[config.mk]
export PLATFORM = sky130hd
export DESIGN_NAME = text_banner_renderer
export DESIGN_NICKNAME = d
export VERILOG_FILES = /design/src/rtl/text_banner_renderer.sv
export SDC_FILE = /design/constraint.sdc
export NUM_CORES = 1
export LEC_CHECK = 0
export BUFFER_PORTS_ARGS = -buffer_cell sky130_fd_sc_hd__buf_2
export CAP_MARGIN = 10
export CORE_ASPECT_RATIO = 0.7
export CORE_MARGIN = 2
export CORE_UTILIZATION = 25
export DETAILED_ROUTE_END_ITERATION = 12
export GPL_TIMING_DRIVEN = 0
export PLACE_DENSITY = 0.5
export SLEW_MARGIN = 20
export SYNTH_ARGS = -nofsm -noshare
export SYNTH_HDL_FRONTEND = slang
export SYNTH_SLANG_ARGS = --single-unit
[constraint.sdc]
create_clock -name clk -period 5.9 [get_ports clk]
set_clock_uncertainty 0.1 [all_clocks]
set_input_delay 0.885 -clock clk [delete_from_list [all_inputs] [get_ports clk]]
set_output_delay 0.885 -clock clk [all_outputs]
set_load 0.02 [all_outputs]
[src/rtl/text_banner_renderer.sv]
// ============================================================================
//  Module      : text_banner_renderer
//  Description : Overlays a character-by-character revealed text banner on a
//                VGA raster. Optional blink in DONE enabled by TEXT_BLINK_EN.
//  Revision    : 1.0 - initial release
// ============================================================================
`default_nettype none

module text_banner_renderer #(
    parameter int          NUM_CHARS     = 16,
    parameter int          SCALE_LOG2    = 0,
    parameter int          X0            = 272,
    parameter int          Y0            = 240,
    parameter int          REVEAL_FRAMES = 4,
    parameter int          BLINK_FRAMES  = 30,
    parameter logic [11:0] FG_RGB        = 12'hFFF,
    parameter logic [11:0] BG_RGB        = 12'h008
) (
    input  logic        clk,
    input  logic        reset,
    input  logic [9:0]  x,
    input  logic [9:0]  y,
    input  logic        video_on,
    input  logic        frame_tick,
    input  logic        wr_en,
    input  logic [4:0]  wr_addr,
    input  logic [6:0]  wr_data,
    input  logic        start,
    output logic        busy,
    output logic        done,
    output logic        pixel_on,
    output logic [11:0] rgb
);

    localparam int          c_aw      = (NUM_CHARS > 1) ? $clog2(NUM_CHARS) : 1;
    localparam int          c_fc_w    = (REVEAL_FRAMES > 1) ? $clog2(REVEAL_FRAMES) : 1;
    localparam logic [10:0] c_x0      = 11'(X0);
    localparam logic [10:0] c_y0      = 11'(Y0);
    localparam logic [10:0] c_x_end   = 11'(X0 + NUM_CHARS * (8 << SCALE_LOG2));
    localparam logic [10:0] c_y_end   = 11'(Y0 + (16 << SCALE_LOG2));
    localparam logic [5:0]  c_num     = 6'(NUM_CHARS);
    localparam logic [c_fc_w-1:0] c_fc_last = c_fc_w'(REVEAL_FRAMES - 1);

    localparam logic [1:0] c_st_idle   = 2'd0;
    localparam logic [1:0] c_st_reveal = 2'd1;
    localparam logic [1:0] c_st_done   = 2'd2;

    // Procedural font: rows 0-1 and 14-15 blank, space is fully blank.
    function automatic logic [7:0] f_glyph(input logic [10:0] addr);
        logic [6:0] code;
        logic [3:0] row;
        code = addr[10:4];
        row  = addr[3:0];
        if (code == 7'h20 || row < 4'd2 || row > 4'd13)
            f_glyph = 8'h00;
        else
            f_glyph = {code, 1'b1} ^ {row, row};
    endfunction

    logic [1:0]        r_state, w_state_nxt;
    logic [5:0]        r_rc, w_rc_nxt;
    logic [c_fc_w-1:0] r_fc, w_fc_nxt;
    logic [6:0]        r_buf [NUM_CHARS];
    logic              w_hidden;

    always_ff @(posedge clk or posedge reset) begin
        if (reset) begin
            for (int i = 0; i < NUM_CHARS; i++) r_buf[i] <= 7'h20;
        end else if (wr_en && ({1'b0, wr_addr} < c_num)) begin
            r_buf[wr_addr[c_aw-1:0]] <= wr_data;
        end
    end

    always_ff @(posedge clk or posedge reset) begin
        if (reset) begin
            r_state <= c_st_idle;
            r_rc    <= 6'd0;
            r_fc    <= '0;
        end else begin
            r_state <= w_state_nxt;
            r_rc    <= w_rc_nxt;
            r_fc    <= w_fc_nxt;
        end
    end

    always_comb begin
        w_state_nxt = r_state;
        w_rc_nxt    = r_rc;
        w_fc_nxt    = r_fc;
        if (start) begin
            w_state_nxt = c_st_reveal;
            w_rc_nxt    = 6'd0;
            w_fc_nxt    = '0;
        end else begin
            case (r_state)
                c_st_idle: begin
                    w_rc_nxt = 6'd0;
                    w_fc_nxt = '0;
                end
                c_st_reveal: begin
                    if (frame_tick) begin
                        if (r_fc == c_fc_last) begin
                            w_fc_nxt = '0;
                            w_rc_nxt = r_rc + 6'd1;
                            if (r_rc + 6'd1 == c_num) w_state_nxt = c_st_done;
                        end else begin
                            w_fc_nxt = r_fc + c_fc_w'(1);
                        end
                    end
                end
                c_st_done: ;
                default: w_state_nxt = c_st_idle;
            endcase
        end
    end

    assign busy = (r_state == c_st_reveal);
    assign done = (r_state == c_st_done);

`ifdef TEXT_BLINK_EN
    localparam int c_bc_w = (BLINK_FRAMES > 1) ? $clog2(BLINK_FRAMES) : 1;
    localparam logic [c_bc_w-1:0] c_bc_last = c_bc_w'(BLINK_FRAMES - 1);

    logic [c_bc_w-1:0] r_bc;
    logic              r_phase;

    // Held clear outside DONE, so entry to DONE always starts visible.
    always_ff @(posedge clk or posedge reset) begin
        if (reset) begin
            r_bc    <= '0;
            r_phase <= 1'b0;
        end else if (start || r_state != c_st_done) begin
            r_bc    <= '0;
            r_phase <= 1'b0;
        end else if (frame_tick) begin
            if (r_bc == c_bc_last) begin
                r_bc    <= '0;
                r_phase <= ~r_phase;
            end else begin
                r_bc <= r_bc + c_bc_w'(1);
            end
        end
    end

    assign w_hidden = (r_state == c_st_done) && r_phase;
`else
    assign w_hidden = 1'b0;
`endif

    logic [10:0]     w_x, w_y, w_dx, w_dy;
    logic            w_hit, w_visible;
    logic [4:0]      w_index;
    logic [2:0]      w_col;
    logic [3:0]      w_row;
    logic [c_aw-1:0] w_rd_addr;
    logic [6:0]      w_ascii;

    assign w_x   = {1'b0, x};
    assign w_y   = {1'b0, y};
    assign w_dx  = w_x - c_x0;
    assign w_dy  = w_y - c_y0;
    assign w_hit = (w_x >= c_x0) && (w_x < c_x_end) && (w_y >= c_y0) && (w_y < c_y_end)
                && (w_x < 11'd640) && (w_y < 11'd480);
    assign w_index   = 5'(w_dx >> (3 + SCALE_LOG2));
    assign w_col     = 3'(w_dx >> SCALE_LOG2);
    assign w_row     = 4'(w_dy >> SCALE_LOG2);
    assign w_rd_addr = w_hit ? w_index[c_aw-1:0] : '0;
    assign w_ascii   = r_buf[w_rd_addr];
    assign w_visible = ({1'b0, w_index} < r_rc) && !w_hidden;

    logic [10:0] r_rom_addr;
    logic [2:0]  r_col;
    logic        r_hit, r_vis, r_von;
    logic [7:0]  w_rom_data;
    logic        w_lit, w_pix;

    assign w_rom_data = f_glyph(r_rom_addr);
    assign w_lit      = w_rom_data[3'd7 - r_col];
    assign w_pix      = r_hit && r_vis && w_lit && r_von;

    always_ff @(posedge clk or posedge reset) begin
        if (reset) begin
            r_rom_addr <= 11'd0;
            r_col      <= 3'd0;
            r_hit      <= 1'b0;
            r_vis      <= 1'b0;
            r_von      <= 1'b0;
            pixel_on   <= 1'b0;
            rgb        <= 12'h000;
        end else begin
            r_rom_addr <= {w_ascii, w_row};
            r_col      <= w_col;
            r_hit      <= w_hit;
            r_vis      <= w_visible;
            r_von      <= video_on;
            pixel_on   <= w_pix;
            rgb        <= !r_von ? 12'h000 : (w_pix ? FG_RGB : BG_RGB);
        end
    end

endmodule

`default_nettype wire

Yosys cells after proc, flatten, opt, wreduce, memory -nomap -nowiden
Cells that the tools add are included.
{ "totals": {"input_bits": 38, "ff_bits": 152, "out_inout_bits": 15} }
{ "op_classes": {"order_cmp": 14, "eq_ne": 9, "bitwise": 3, "reduce_logical": 18, "muxes": 25, "n_addsub": 5} }
{ "op_table": {"columns": ["cell", "count"], "rows": [
  ["$bwmux 112", 1],
  ["$lt 10x9->1 const B", 3],
  ["$bmux 7 s4", 1],
  ["$demux 7 s4", 1],
  ["$mux 12", 2],
  ["$mux 7", 3],
  ["$mux 6", 3],
  ["$mux 2", 7],
  ["$pmux 6 s2", 1],
  ["$ge 10x8->1 const B", 1],
  ["$ge 10x9->1 const B", 1],
  ["$ge 5x5->1 const B", 2],
  ["$logic_and 1x1->1", 10],
  ["$lt 10x10->1 const B", 1],
  ["$not 4->5", 2],
  ["$mux 8", 1],
  ["$pmux 2 s2", 2],
  ["$sub 8x5->8 const B", 1],
  ["$xor 8x8->8", 1],
  ["$eq 7x6->1 const B", 1],
  ["$add 6x1->6 const B", 1],
  ["$eq 6x5->1 const B", 1],
  ["$lt 5x6->1", 1],
  ["$ne 3x2->1 const B", 2],
  ["other kinds (22)", 24]
]} }

Longest topological paths before layout
{ "logic_depth": {"ltp_word": 11, "depth_mapped": 9} }

Worst setup path after synthesis
OpenSTA, ideal clock, no wires.
{ "synth_path": {"kind": "input-to-reg", "start": "input x[9]", "end": "register r_rom_addr[4]", "setup_slack_ns": 3.202, "t_arrival_ns": 2.476, "setup_ns": 0.122, "n_path_buf": 2, "t_required_ns": 5.678, "stages": 7, "cell_sequence": "or4b_4 or2_0 buf_2 a211o_1 buf_6 o2bb2ai_1 a32o_1"} }
{ "synth_between": {"elab_chain_cells": 11, "word_cells_on_any_way": 13, "classes_between": "order compare: 3; mux: 4; bitwise: 1; reduce/logical: 5"} }
{ "synth_lines": {"columns": ["item", "line_no", "text"], "rows": [
  ["start, declared", "21", "input logic [9:0] x,"],
  ["$ge 10x9->1 / $lt 10x9->1 (equally long branches)", "162", "assign w_hit = (w_x >= c_x0) && (w_x < c_x_end) && (w_y >= c_y0) && (w_y < c_y_end)"],
  ["$logic_and 1x1->1 (3 in a row)", "162", null],
  ["$logic_and 1x1->1 (*) (2 in a row)", "163", "&& (w_x < 11'd640) && (w_y < 11'd480);"],
  ["$mux 4 (*)", "167", "assign w_rd_addr = w_hit ? w_index[c_aw-1:0] : '0;"],
  ["$not 4->5 (implied by the code) (*)", "168", "assign w_ascii = r_buf[w_rd_addr];"],
  ["$bmux 7 s4 (*)", "168", null],
  ["$mux 7 (implied by the code) (*) (2 in a row)", "168", null],
  ["named net w_ascii[0]", "156", "logic [6:0] w_ascii;"],
  ["end signal, assigned", "191", "r_rom_addr <= {w_ascii, w_row};"],
  ["end, declared", "171", "logic [10:0] r_rom_addr;"]
]} }
Mark *: on every way through the listed nets, which the timed path passes. The rest lies on a longest branch. The select of a mux whose other input is x is not followed.
A chain may end at the register's enable or synchronous reset.

Worst setup path in the final report
{ "layout_path": {"start": "input x[4]", "end": "register r_rom_addr[5]"} }
{ "layout_between": {"elab_chain_cells": 11, "word_cells_on_any_way": 14, "classes_between": "add/sub: 1; order compare: 3; mux: 4; bitwise: 1; reduce/logical: 5"} }
{ "layout_lines": {"columns": ["item", "line_no"], "rows": [
  ["$ge 10x9->1 / $lt 10x9->1 (equally long branches)", "162"],
  ["$logic_and 1x1->1 (3 in a row)", "162"],
  ["$logic_and 1x1->1 (2 in a row)", "163"],
  ["$mux 4 (*)", "167"],
  ["$not 4->5 (implied by the code) (*)", "168"],
  ["$bmux 7 s4 (*)", "168"],
  ["$mux 7 (implied by the code) (*) (2 in a row)", "168"],
  ["named net w_ascii[1]", "156"]
]} }
Marked as above.

==> results.cfg <==
[status]
status = finished clean

[grt]
grt_pass1_wl_mm = 30.8
antenna_found_initial = 0
grt.total_usage_pct = 14.2
grt_overflow = 0
grt_pass1_vias = 5006
grt_max_degree = 90

[sta]
rsz0062_at_grt = false
slew_viol_final = 0
min_period_ns = 3.05
hold_viol_final = 0
fin_crit_sh_pct = 51.7
max_freq_mhz = 328
whs_ns = 0.304
finalSetupTns_ns = 0
worstMarginPinSlew_ns = 0.940
relSlewSlack_pct = 36.8
finalSetupViolCount = 0

[clocking]
cts_tree = yes
h-tree-depth = 4
postCtsHoldBufs = 0
cts_setup_buffers = 0
clk_latency_ns = 0.43
ctsResizeCount = 0
cts-buffers-inserted = 17
path_clk_slew_ns = 0.06
cts.sinks = 141
cts_root_buf = clkbuf_16
cts_buffer_depth = 2

[routing]
wire_per_inst_um = 19.0
detail-route-antenna-nets = 0
vias_per_cell = 4.71
drt-total-wl_mm = 19.6
post-route-drc-count = 0
vias = 4868
firstDrtPassIters = 4
first_iter_violations = 285

[critical_path]
worstSetupStartpointType = input pin
slowest_delay_ns = 0.65
crit_path_end_kind = flip-flop
regToRegStartpoint = r_fc[0]
critPathKind = input pin to flip-flop
path_cells = buf_2 > buf_2 > buf_1 > mux2i_1 > nor2_1 > a221oi_1 > a21oi_1 > a32o_1
reg2reg_to = r_rc[3]
crit_slowest_cell = buf_1
arrival_ns = 3.25
rr_worst_depth = 5
timing.critical_path.mode_cell = buf_2
ff2ff_setup_slack_ns = 3.93
crit_path_max_fanout = 10
cp.required_ns = 6.10
worstSetupStartpoint = x[4]

[logic_synthesis]
yosysSeqAreaShare_pct = 50.9
ys_ff_latch = 141
synthFlopType = dfrtp_1
synth-edff-count = 0
ys_warn_count = 0
async_reset_ff_share_pct = 100
synth_nets = 626
syn_area_um2 = 6970
synth_cells = 580
synth.avg_cell_area_um2 = 12.0
yosysUniqueCellTypes = 51

[pwr]
p_leak_nw = 3.65
clkPwrFrac_pct = 40.5
switching_share_pct = 26.9
ir_worst_vdd_v = 0.000207
combPwrFrac_pct = 15.0
p_int_mw = 2.04
switching_power_uw = 754
p_per_area_nw_per_um2 = 336
seqPwrFrac_pct = 44.6

[die]
initial_core_util_pct = 25.2
ios = 53
die-area_um2 = 29300
core_um2 = 27600
die_w_um = 204
die_h_um = 144
rows = 51

[placement]
dpl-instance-area_um2 = 7720
routabilityCongestion = 0.771
port-buffer-count = 50
dp.final_hpwl_mm = 13.7

[cells_and_area]
nNetsFinal = 696
final_common_cell = dfrtp_1
stdcell_area_um2 = 8330
area_growth_pct = 19.5
drive_gt1_share_pct = 36.5
antenna_cells = 0
layout_common_cells = dfrtp_1, mux2_2, buf_2

[hold_path]
holdPathEnd = rgb[3]
hold_depth = 0
hold_path.class = flip-flop to flip-flop
hold_start = r_von

[flow_run]
drv_cap = 0
logic make-up (layout without fill, tap and decap cells):
family / Yosys count / in the layout / synth area share (%)
multiplexers: 145 / 145 / 23.2
adder cells (fa/ha/maj): 8 / 8 / 1.44
XOR/XNOR: 11 / 11 / 1.38
buffers and inverters: 52 / 135 / 3.61
AO/OA/AOI/OAI: 120 / 120 / 11.9
flip-flops: 141 / 141 / 50.9
AND/OR/NAND/NOR: 103 / 103 / 7.56
registers in the layout (all words and copies together), names as in the netlist:
signal	cells
r_von	1
r_fc	2
r_hit	1
r_rom_addr	11
r_buf	112
r_state	2
rgb	2
r_vis	1
r_rc	6
r_col	3
synth_stat cells, types with 3 or more instances:
| library cell | n | area [um2] |
|---|---|---|
| mux2_2 | 115 | 1290 |
| o31ai_1 | 3 | 22.5 |
| a221o_1 | 7 | 70.1 |
| nand4_1 | 4 | 25.0 |
| buf_4 | 11 | 82.6 |
| clkbuf_1 | 16 | 60.1 |
| xor2_1 | 7 | 61.3 |
| buf_1 | 4 | 15.0 |
| a21oi_1 | 27 | 135 |
| a221oi_1 | 10 | 87.6 |
| nor2_1 | 27 | 101 |
| dfrtp_1 | 125 | 3130 |
| nand2_1 | 28 | 105 |
| o221ai_1 | 6 | 52.6 |
| nor3b_2 | 3 | 37.5 |
| xnor2_1 | 4 | 35.0 |
| nand3_1 | 8 | 40.0 |
| and3_1 | 4 | 25.0 |
| o32ai_1 | 5 | 43.8 |
| a2bb2oi_1 | 6 | 52.6 |
| nor3_1 | 5 | 25.0 |
| a211oi_1 | 7 | 52.6 |
| ha_1 | 8 | 100 |
| dfstp_2 | 16 | 420 |
| o21ai_0 | 31 | 155 |
| buf_2 | 6 | 30.0 |
| inv_1 | 14 | 52.6 |
| nand2b_1 | 6 | 37.5 |
| nor2b_1 | 10 | 62.6 |
| mux2i_1 | 28 | 280 |
worst max-delay path: cells and delay by family:
kind | cells | cell delay [ns]
buffers and inverters | 3 | 0.98
muxes | 1 | 0.30
and+or+nand+nor | 1 | 0.06
AOI/OAI and AO/OA | 3 | 1.03
metrics by stage:
stage	setup slack (ns)	util [%]	power, mW	cells
3_5_place_dp	2.41	27.9	1.68	1002
5_1_grt	2.63	30.1	2.93	1034
6_report	2.85	30.1	2.80	1034
4_1_cts	2.85	30.1	2.82	1034
3_3_place_gp	-0.831	27.8	1.67	1001
2_1_floorplan	1.16	-	1.54	580
per-layer routing:
metal  vias to the layer above  share of wire (%)  track usage, %
met5                         -                  0               0
met4                         0                1.1            3.42
met3                        18                4.9            3.74
met2                        98                 39            19.0
met1                      2485                 55            22.2
li1                       2267                  -               -
layout make-up:
cell class | instances | area (um2)
Tap cell | 371 | 464
Buffer | 38 | 199
Sequential cell | 141 | 3550
Fill cell | 2836 | 19300
Multi-Input combinational cell | 387 | 3170
Clock inverter | 12 | 163
Inverter | 14 | 60.1
Timing Repair Buffer | 51 | 278
Clock buffer | 20 | 447
worst max path at each step:
stage	end	cells past startpoint
after global routing	r_rom_addr[4]	8
final	r_rom_addr[5]	8
after detailed placement	r_rom_addr[4]	8
after global placement	r_rom_addr[0]	2
after floorplan	r_buf[0]	1
after CTS	r_rom_addr[4]	8
power by group through the flow:
stage	combinational (mW)	clock, mW	sequential [mW]
floorplan	0.305	0	1.23
global placement	0.409	0	1.26
detailed placement	0.419	0	1.26
CTS	0.421	1.15	1.24
global route	0.463	1.20	1.27
finish	0.419	1.13	1.25
No activity file was read; power rests on OpenSTA's default activity.
